$ cat config.mk
export PLATFORM = sky130hd
export DESIGN_NAME = pc_unit
export DESIGN_NICKNAME = d
export VERILOG_FILES = /design/src/rtl/pc_unit.sv
export SDC_FILE = /design/constraint.sdc
export NUM_CORES = 1
export LEC_CHECK = 0
export BUFFER_PORTS_ARGS = -buffer_cell sky130_fd_sc_hd__buf_4
export CORE_MARGIN = 10
export CORE_UTILIZATION = 45
export CTS_CLUSTER_DIAMETER = 80
export DETAILED_ROUTE_END_ITERATION = 6
export PLACE_DENSITY = 0.73
export SLEW_MARGIN = 5
export SYNTH_ARGS = -nofsm -noshare
export SYNTH_HDL_FRONTEND = slang
export SYNTH_SLANG_ARGS = --single-unit
$ cat constraint.sdc
create_clock -name clk -period 4.3 [get_ports clk]
set_clock_uncertainty 0.1 [all_clocks]
set_input_delay 0.215 -clock clk [delete_from_list [all_inputs] [get_ports clk]]
set_output_delay 0.215 -clock clk [all_outputs]
set_load 0.03 [all_outputs]
$ cat src/rtl/pc_unit.sv
`default_nettype none
// ============================================================================
// Module   : pc_unit
// Purpose  : MIPS fetch-stage program counter with redirects, fetch
//            handshake, stall, halt/resume and a one-cycle post-reset hold.
//            Optional macro PC_ALIGN_CHECK_EN traps misaligned redirect targets.
// Revision : 1.0 - initial release
// ============================================================================
module pc_unit #(
    parameter int          WIDTH        = 32,
    parameter logic [31:0] RESET_VECTOR = 32'h0000_0000,
    parameter int          INSTR_BYTES  = 4,
    parameter logic [31:0] EXC_VECTOR   = 32'h0000_0180
) (
    input  logic             clk,
    input  logic             rst_n,
    input  logic             stall,
    input  logic             fetch_ready,
    input  logic             branch_taken,
    input  logic [15:0]      branch_offset,
    input  logic             jump,
    input  logic [25:0]      jump_index,
    input  logic             jump_reg,
    input  logic [WIDTH-1:0] jr_target,
    input  logic             halt,
    input  logic             resume,
    output logic [WIDTH-1:0] pc,
    output logic [WIDTH-1:0] pc_plus4,
    output logic             pc_valid,
    output logic             halted
`ifdef PC_ALIGN_CHECK_EN
    ,
    output logic             misaligned
`endif
);

    typedef enum logic [1:0] {
        ST_HOLD = 2'd0,
        ST_RUN  = 2'd1,
        ST_HALT = 2'd2
    } state_t;

    state_t           r_state;
    state_t           w_state_nxt;
    logic [WIDTH-1:0] r_pc;
    logic [WIDTH-1:0] w_pc_nxt;
    logic [WIDTH-1:0] w_branch_off;
    logic [WIDTH-1:0] w_branch_target;
    logic [WIDTH-1:0] w_jump_target;
    logic [WIDTH-1:0] w_target;
    logic             w_redirect;
    logic             w_mis_nxt;

    assign pc       = r_pc;
    assign pc_plus4 = r_pc + WIDTH'(INSTR_BYTES);
    assign pc_valid = (r_state == ST_RUN);
    assign halted   = (r_state == ST_HALT);

    // Word offset sign-extended and scaled to bytes; sums wrap at WIDTH bits.
    assign w_branch_off    = {{(WIDTH-18){branch_offset[15]}}, branch_offset, 2'b00};
    assign w_branch_target = pc_plus4 + w_branch_off;
    assign w_jump_target   = {pc_plus4[WIDTH-1:28], jump_index, 2'b00};
    assign w_redirect      = jump_reg | jump | branch_taken;

    always_comb begin
        w_target = w_branch_target;
        if (jump_reg) begin
            w_target = jr_target;
        end else if (jump) begin
            w_target = w_jump_target;
        end
    end

    always_comb begin
        w_state_nxt = r_state;
        w_pc_nxt    = r_pc;
        w_mis_nxt   = 1'b0;
        case (r_state)
            ST_HOLD: begin
                w_state_nxt = ST_RUN;
            end
            ST_RUN: begin
                if (w_redirect) begin
                    w_pc_nxt = w_target;
`ifdef PC_ALIGN_CHECK_EN
                    if (w_target[1:0] != 2'b00) begin
                        w_pc_nxt  = WIDTH'(EXC_VECTOR);
                        w_mis_nxt = 1'b1;
                    end
`endif
                end else if (!stall && fetch_ready) begin
                    w_pc_nxt = pc_plus4;
                end
                // The PC update above still lands on the halting edge.
                if (halt) begin
                    w_state_nxt = ST_HALT;
                end
            end
            ST_HALT: begin
                if (resume) begin
                    w_state_nxt = ST_RUN;
                end
            end
            default: begin
                w_state_nxt = ST_HOLD;
            end
        endcase
    end

    always_ff @(posedge clk or negedge rst_n) begin
        if (!rst_n) begin
            r_state <= ST_HOLD;
            r_pc    <= WIDTH'(RESET_VECTOR);
        end else begin
            r_state <= w_state_nxt;
            r_pc    <= w_pc_nxt;
        end
    end

`ifdef PC_ALIGN_CHECK_EN
    logic r_misaligned;

    always_ff @(posedge clk or negedge rst_n) begin
        if (!rst_n) begin
            r_misaligned <= 1'b0;
        end else begin
            r_misaligned <= w_mis_nxt;
        end
    end

    assign misaligned = r_misaligned;
`else
    logic w_unused_align;
    assign w_unused_align = ^{EXC_VECTOR, w_mis_nxt};
`endif

endmodule
`default_nettype wire

# == Word level (Yosys, flattened, before mapping) ==
# Cells that the tools add are included.
# totals
register_bits,34
inputBits,83
output_inout_bits,66
word_cells,23
# classes
addsub,2
eq_ne,4
n_mux,7
bitwise_logic,2
reduce_logical,6
# op_table
operator,n
$mux W32,4
$add A32 B3 Y32 const B,1
$add A32 B32 Y32,1
$pmux W2 S3,1
$mux W2,2
$ne A2 B2 Y1 const B,2
$reduce_and A2 Y1,2
$eq A2 B1 Y1 const B,1
$eq A2 B2 Y1 const B,1
$logic_not A2 Y1,1
$or A1 B1 Y1,2
$reduce_bool A2 Y1,1
$logic_and A1 B1 Y1,1
$logic_not A1 Y1,1

# == Logic depth before layout (Yosys ltp) ==
# depth
ltp_word,5
mapped_depth,17
depth_no_buf,16

# == Worst setup path before layout ==
# OpenSTA, ideal clock, no wires.
# synth_path
kind,register -> register
start,"register r_pc[4], in the netlist pc[4]"
end,"register r_pc[31], in the netlist pc[31]"
setup_ns,0.086
arrival_time_ns,4.312
required_time_ns,4.114
slack_ns,-0.198
stages_incl_launch_ff,18
n_path_buf,1
period_less_slack_ns,4.498
path_cell_list,dfrtp_1 > clkbuf_2 > and3_1 > nand2_1 > nor2_1 > and3_1 > nand3_1 > xnor2_1 > ha_1 > a21oi_1 > nand2_1 > a21oi_1 > a21oi_1 > a41oi_2 > o21ai_2 > a221oi_1 > mux2_2 > nor3_1
# synth_between
elab_chain_cells,5
word_cells_on_any_way,6
classes_between,2 x add/sub; 4 x mux
# synth_lines
element,line_no,source
start: declaration,45,logic [WIDTH-1:0] r_pc;
start signal: assignment,113,r_pc <= WIDTH'(RESET_VECTOR);
start signal: assignment,116,r_pc <= w_pc_nxt;
$add A32 B3 Y32,55,assign pc_plus4 = r_pc + WIDTH'(INSTR_BYTES);
net pc_plus4[18],28,"output logic [WIDTH-1:0] pc_plus4,"
$add A32 B32 Y32,61,assign w_branch_target = pc_plus4 + w_branch_off;
$mux W32,69,end else if (jump) begin
$mux W32,67,if (jump_reg) begin
$mux W32,83,if (w_redirect) begin
# The timed path passes the listed nets, and every way through them passes these cells. The select of a mux whose other input is x is not followed.
# A chain may end at the register's enable or synchronous reset.

# == Worst setup path in the final report ==
# layout_path
start,"register r_pc[4], in the netlist pc[4]"
end,"register r_pc[29], in the netlist pc[29]"
# layout_between
elab_chain_cells,5
word_cells_on_any_way,6
classes_between,2 x add/sub; 4 x mux
# layout_lines
element,line_no
$add A32 B3 Y32 *,55
$add A32 B32 Y32,61
$mux W32,69
$mux W32,67
$mux W32 *,83
# Mark *: on every way between the ends. The rest lies on a longest branch, timed or not. The select of a mux whose other input is x is not followed.

==> flow_summary.yaml <==
cts:
  h-tree-depth: 2
  cts_tree: "yes"
  path_clk_slew_ns: 0.08
  clock_latency_ns: 0.29
  cts_buffers: 5
  postCtsSetupBuffers: 0
  cts_buffer_depth: 2
  cts_root_buf: "clkbuf_8"
  cts_num_sinks: 34
timing:
  relSlewSlack_pct: 31.6
  rsz0062_at_grt: "false"
  setup_violations: 0
  fmax_mhz: 248
  finalHoldViolations: 0
  fin_setup_tns_ns: 0
  slew_violations: 0
  finalCriticalPeriod_ns: 4.03
  worst_slew_pin_slew_ns: 1.03
  finalCritPeriodShare_pct: 93.8
yosys:
  synth_compound_area_share_pct: 31.4
  yosysSeqAreaShare_pct: 19.9
  synth_top_family_by_area: "compound AO/OA/AOI/OAI gates"
  synth_common_cells: "74 x nand2_1, 59 x a21oi_1, 53 x o21ai_0, 36 x ha_1, 34 x dfrtp_1"
  synth.area.mux_share_pct: 0.994
  synth_most_common_cell: "nand2_1"
  syn_area_sq_um: 4280
  synthSimpleGateAreaFrac_pct: 22.0
  synth_edf_count: 0
  synth_fa_ha_area_share_pct: 11.0
  synthXorXnorAreaFrac_pct: 10.5
  synth_flop_cell: "dfrtp_1"
  synth_top_area_share_pct: 19.9
  synth.area.top_cells: "dfrtp_1 20%, ha_1 11%, a21oi_1 6.9%"
  syn_area_per_cell_sq_um: 7.61
  synth-async-reset-ratio_pct: 100
  yosysWarnings: 0
  ys_ff_latch: 34
  synth_cells: 562
  synth_nets: 682
  synth.distinct_cells: 73
  synth_top_area_cell: "dfrtp_1"
route:
  vias: 4983
  drtPass1Iterations: 5
  drc_errors: 0
  drt_iter0_drc: 410
  postRouteAntennaNets: 0
  viasPerCell: 6.00
  drt_wl_total_um: 17300
  wl_per_cell_um: 20.9
global_routing:
  antenna_found_initial: 0
  grt_max_degree: 40
  overflow: 0
  grt.total_usage_pct: 23.6
  grt_pass1_vias: 5092
  grt_pass1_wl_um: 27300
placement:
  dp_hpwl_um: 13100
  placed_area_sq_um: 5570
  dpl.cell_count: 822
  port_buffers: 148
  gp_congestion: 0.999
pwr:
  peakVddDrop_uv: 466
  p_leak_nw: 2.58
  powerDensity_nw_per_um2: 785
worst_setup_path:
  cp_max_fo: 8
  cp_common_cell: "a21oi_1"
  endpoint_kind: "flip-flop"
  startpoint_type: "flip-flop"
  crit_chain: "and3_1, nand2_1, nor4_1, buf_4, and2_1, nand3_1, xnor2_1, ha_1, a21oi_1, o21bai_1, a21oi_1, nor2b_1, nor2_1, o32ai_1, a21oi_1, xor2_1, a221oi_1"
  cp_slowest_cell: "dfrtp_1"
  slowest_delay_ns: 0.48
  crit_required_ns: 4.40
  critPathKind: "flip-flop to flip-flop"
  critPathArrivalTime_ns: 4.13
floorplanning:
  rows: 35
  die_w_um: 118
  dieArea_sq_um: 13800
  start_util_pct: 46.3
  ioPinCount: 149
  core_area_sq_um: 9240
  die_h_um: 118
cells_and_area:
  fillers: 842
  multi_input_area_sq_um: 3340
  drive_above_1_share_pct: 29.5
  syn2layout_area_growth_pct: 33.6
  fin_nets: 821
  regArea_sq_um: 855
  n_antenna_cell: 0
  finalNonFillerCells: 831
  final_cell_area_sq_um: 5720
outcome:
  status: "finished clean"
min_path:
  hp-class: "input pin to flip-flop"
run:
  maxCapViolCount: 0
-- worst max-delay path: cells and delay by family (launching register included) --
kind / cells / cell delay [ns]
buffers and inverters: 1 / 0.20
AOI/OAI and AO/OA: 6 / 1.12
DFF: 1 / 0.48
adders and majority gates: 1 / 0.39
and+or+nand+nor: 7 / 1.17
xor gates and xnor gates: 2 / 0.47
-- layout by cell type (no fill, tap or decap), types with 3 or more instances in the layout --
| cell type | synthesis | final |
|---|---|---|
| a2111oi_0 | 3 | 3 |
| nand2_1 | 74 | 74 |
| clkbuf_8 | 0 | 6 |
| o22ai_1 | 3 | 3 |
| o211a_1 | 3 | 3 |
| xnor2_2 | 0 | 6 |
| nor3_1 | 9 | 9 |
| xnor2_1 | 33 | 27 |
| and3_1 | 10 | 10 |
| ha_1 | 36 | 35 |
| nand2b_1 | 3 | 3 |
| a211oi_1 | 7 | 7 |
| a21o_1 | 7 | 7 |
| and2_1 | 8 | 8 |
| o211ai_1 | 5 | 5 |
| o21ai_0 | 53 | 53 |
| dfrtp_1 | 34 | 31 |
| nor2_1 | 32 | 28 |
| inv_1 | 10 | 10 |
| dfrtp_2 | 0 | 3 |
| xor2_1 | 15 | 14 |
| a221oi_1 | 8 | 7 |
| a31oi_1 | 3 | 3 |
| a22oi_1 | 8 | 8 |
| or3_1 | 4 | 4 |
| a21oi_1 | 59 | 59 |
| nor2_2 | 1 | 3 |
| nor2b_1 | 8 | 8 |
| a221o_1 | 4 | 4 |
| o21ai_2 | 2 | 3 |
| a22o_1 | 3 | 3 |
| nand4_1 | 6 | 6 |
| buf_4 | 2 | 162 |
| o2bb2ai_1 | 3 | 3 |
| o41ai_1 | 4 | 4 |
| o311ai_0 | 3 | 3 |
| nand3_1 | 23 | 21 |
-- logic make-up (layout without fill, tap and decap cells) --
kind of cell | after synthesis | in the layout
compound gates | 204 | 204
flops | 34 | 34
xor+xnor | 49 | 49
mux | 4 | 4
buf+inv | 42 | 182
simple gates | 192 | 192
fa+ha+maj | 37 | 37
-- what timing repair did --
action	4_1_cts	5_1_grt
setup endpoints to repair	0	8
resized for setup	0	13
endpoints found under the hold margin	34	0
hold buffers	1	0
-- registers in the layout, summed over array words and instances, names as in the netlist --
signal / count
pc: 32
r_state: 2
-- per-stage QoR --
stage / util [%] / setup WS, ns / power (mW) / hold WS (ns)
after floorplan: - / 0.0360 / 3.03 / -0.181
after global placement: 60.2 / 0.191 / 4.13 / 0.107
after detailed placement: 60.2 / 0.0537 / 4.16 / 0.118
after CTS: 61.3 / 0.0113 / 4.44 / 0.0817
after global routing: 61.9 / 0.00339 / 4.81 / 0.0827
final: 61.9 / 0.266 / 4.49 / 0.0829
-- cell type report --
class,count,share of cell area [%]
Multi-Input combinational cell,486,58.5
Tap cell,129,2.82
Inverter,11,0.722
Sequential cell,34,15.0
Timing Repair Buffer,163,21.5
Clock buffer,7,1.51
Clock inverter,1,0.0876
-- path summary, 6_finish.rpt --
check                        startpoint         end  slack [ns]  depth (start not counted)
max                               pc[4]      pc[29]        0.27                         17
min                        jr_target[1]       pc[1]        0.08                          2
max reg2reg                       pc[4]      pc[29]        0.27                         17
min reg2reg                  r_state[1]  r_state[1]        0.43                          1
max in group asynchronous         rst_n       pc[8]        3.35                          2
min in group asynchronous         rst_n      pc[27]        0.37                          2
-- per-layer routing --
layer	wire, um	global-route usage (%)	vias to the layer above
li1	-	-	2366
met1	7180	29.3	2361
met2	8350	39.6	243
met3	1590	5.61	13
met4	221	6.72	0
met5	0	0	-
-- power breakdown --
part / leakage, nW / internal (mW) / switching (mW)
logic: 2.12 / 1.34 / 2.14
clock network: 0.0482 / 0.130 / 0.136
registers: 0.409 / 0.481 / 0.253
total: 2.58 / 1.96 / 2.53
Power figures use the tool's default switching activity.
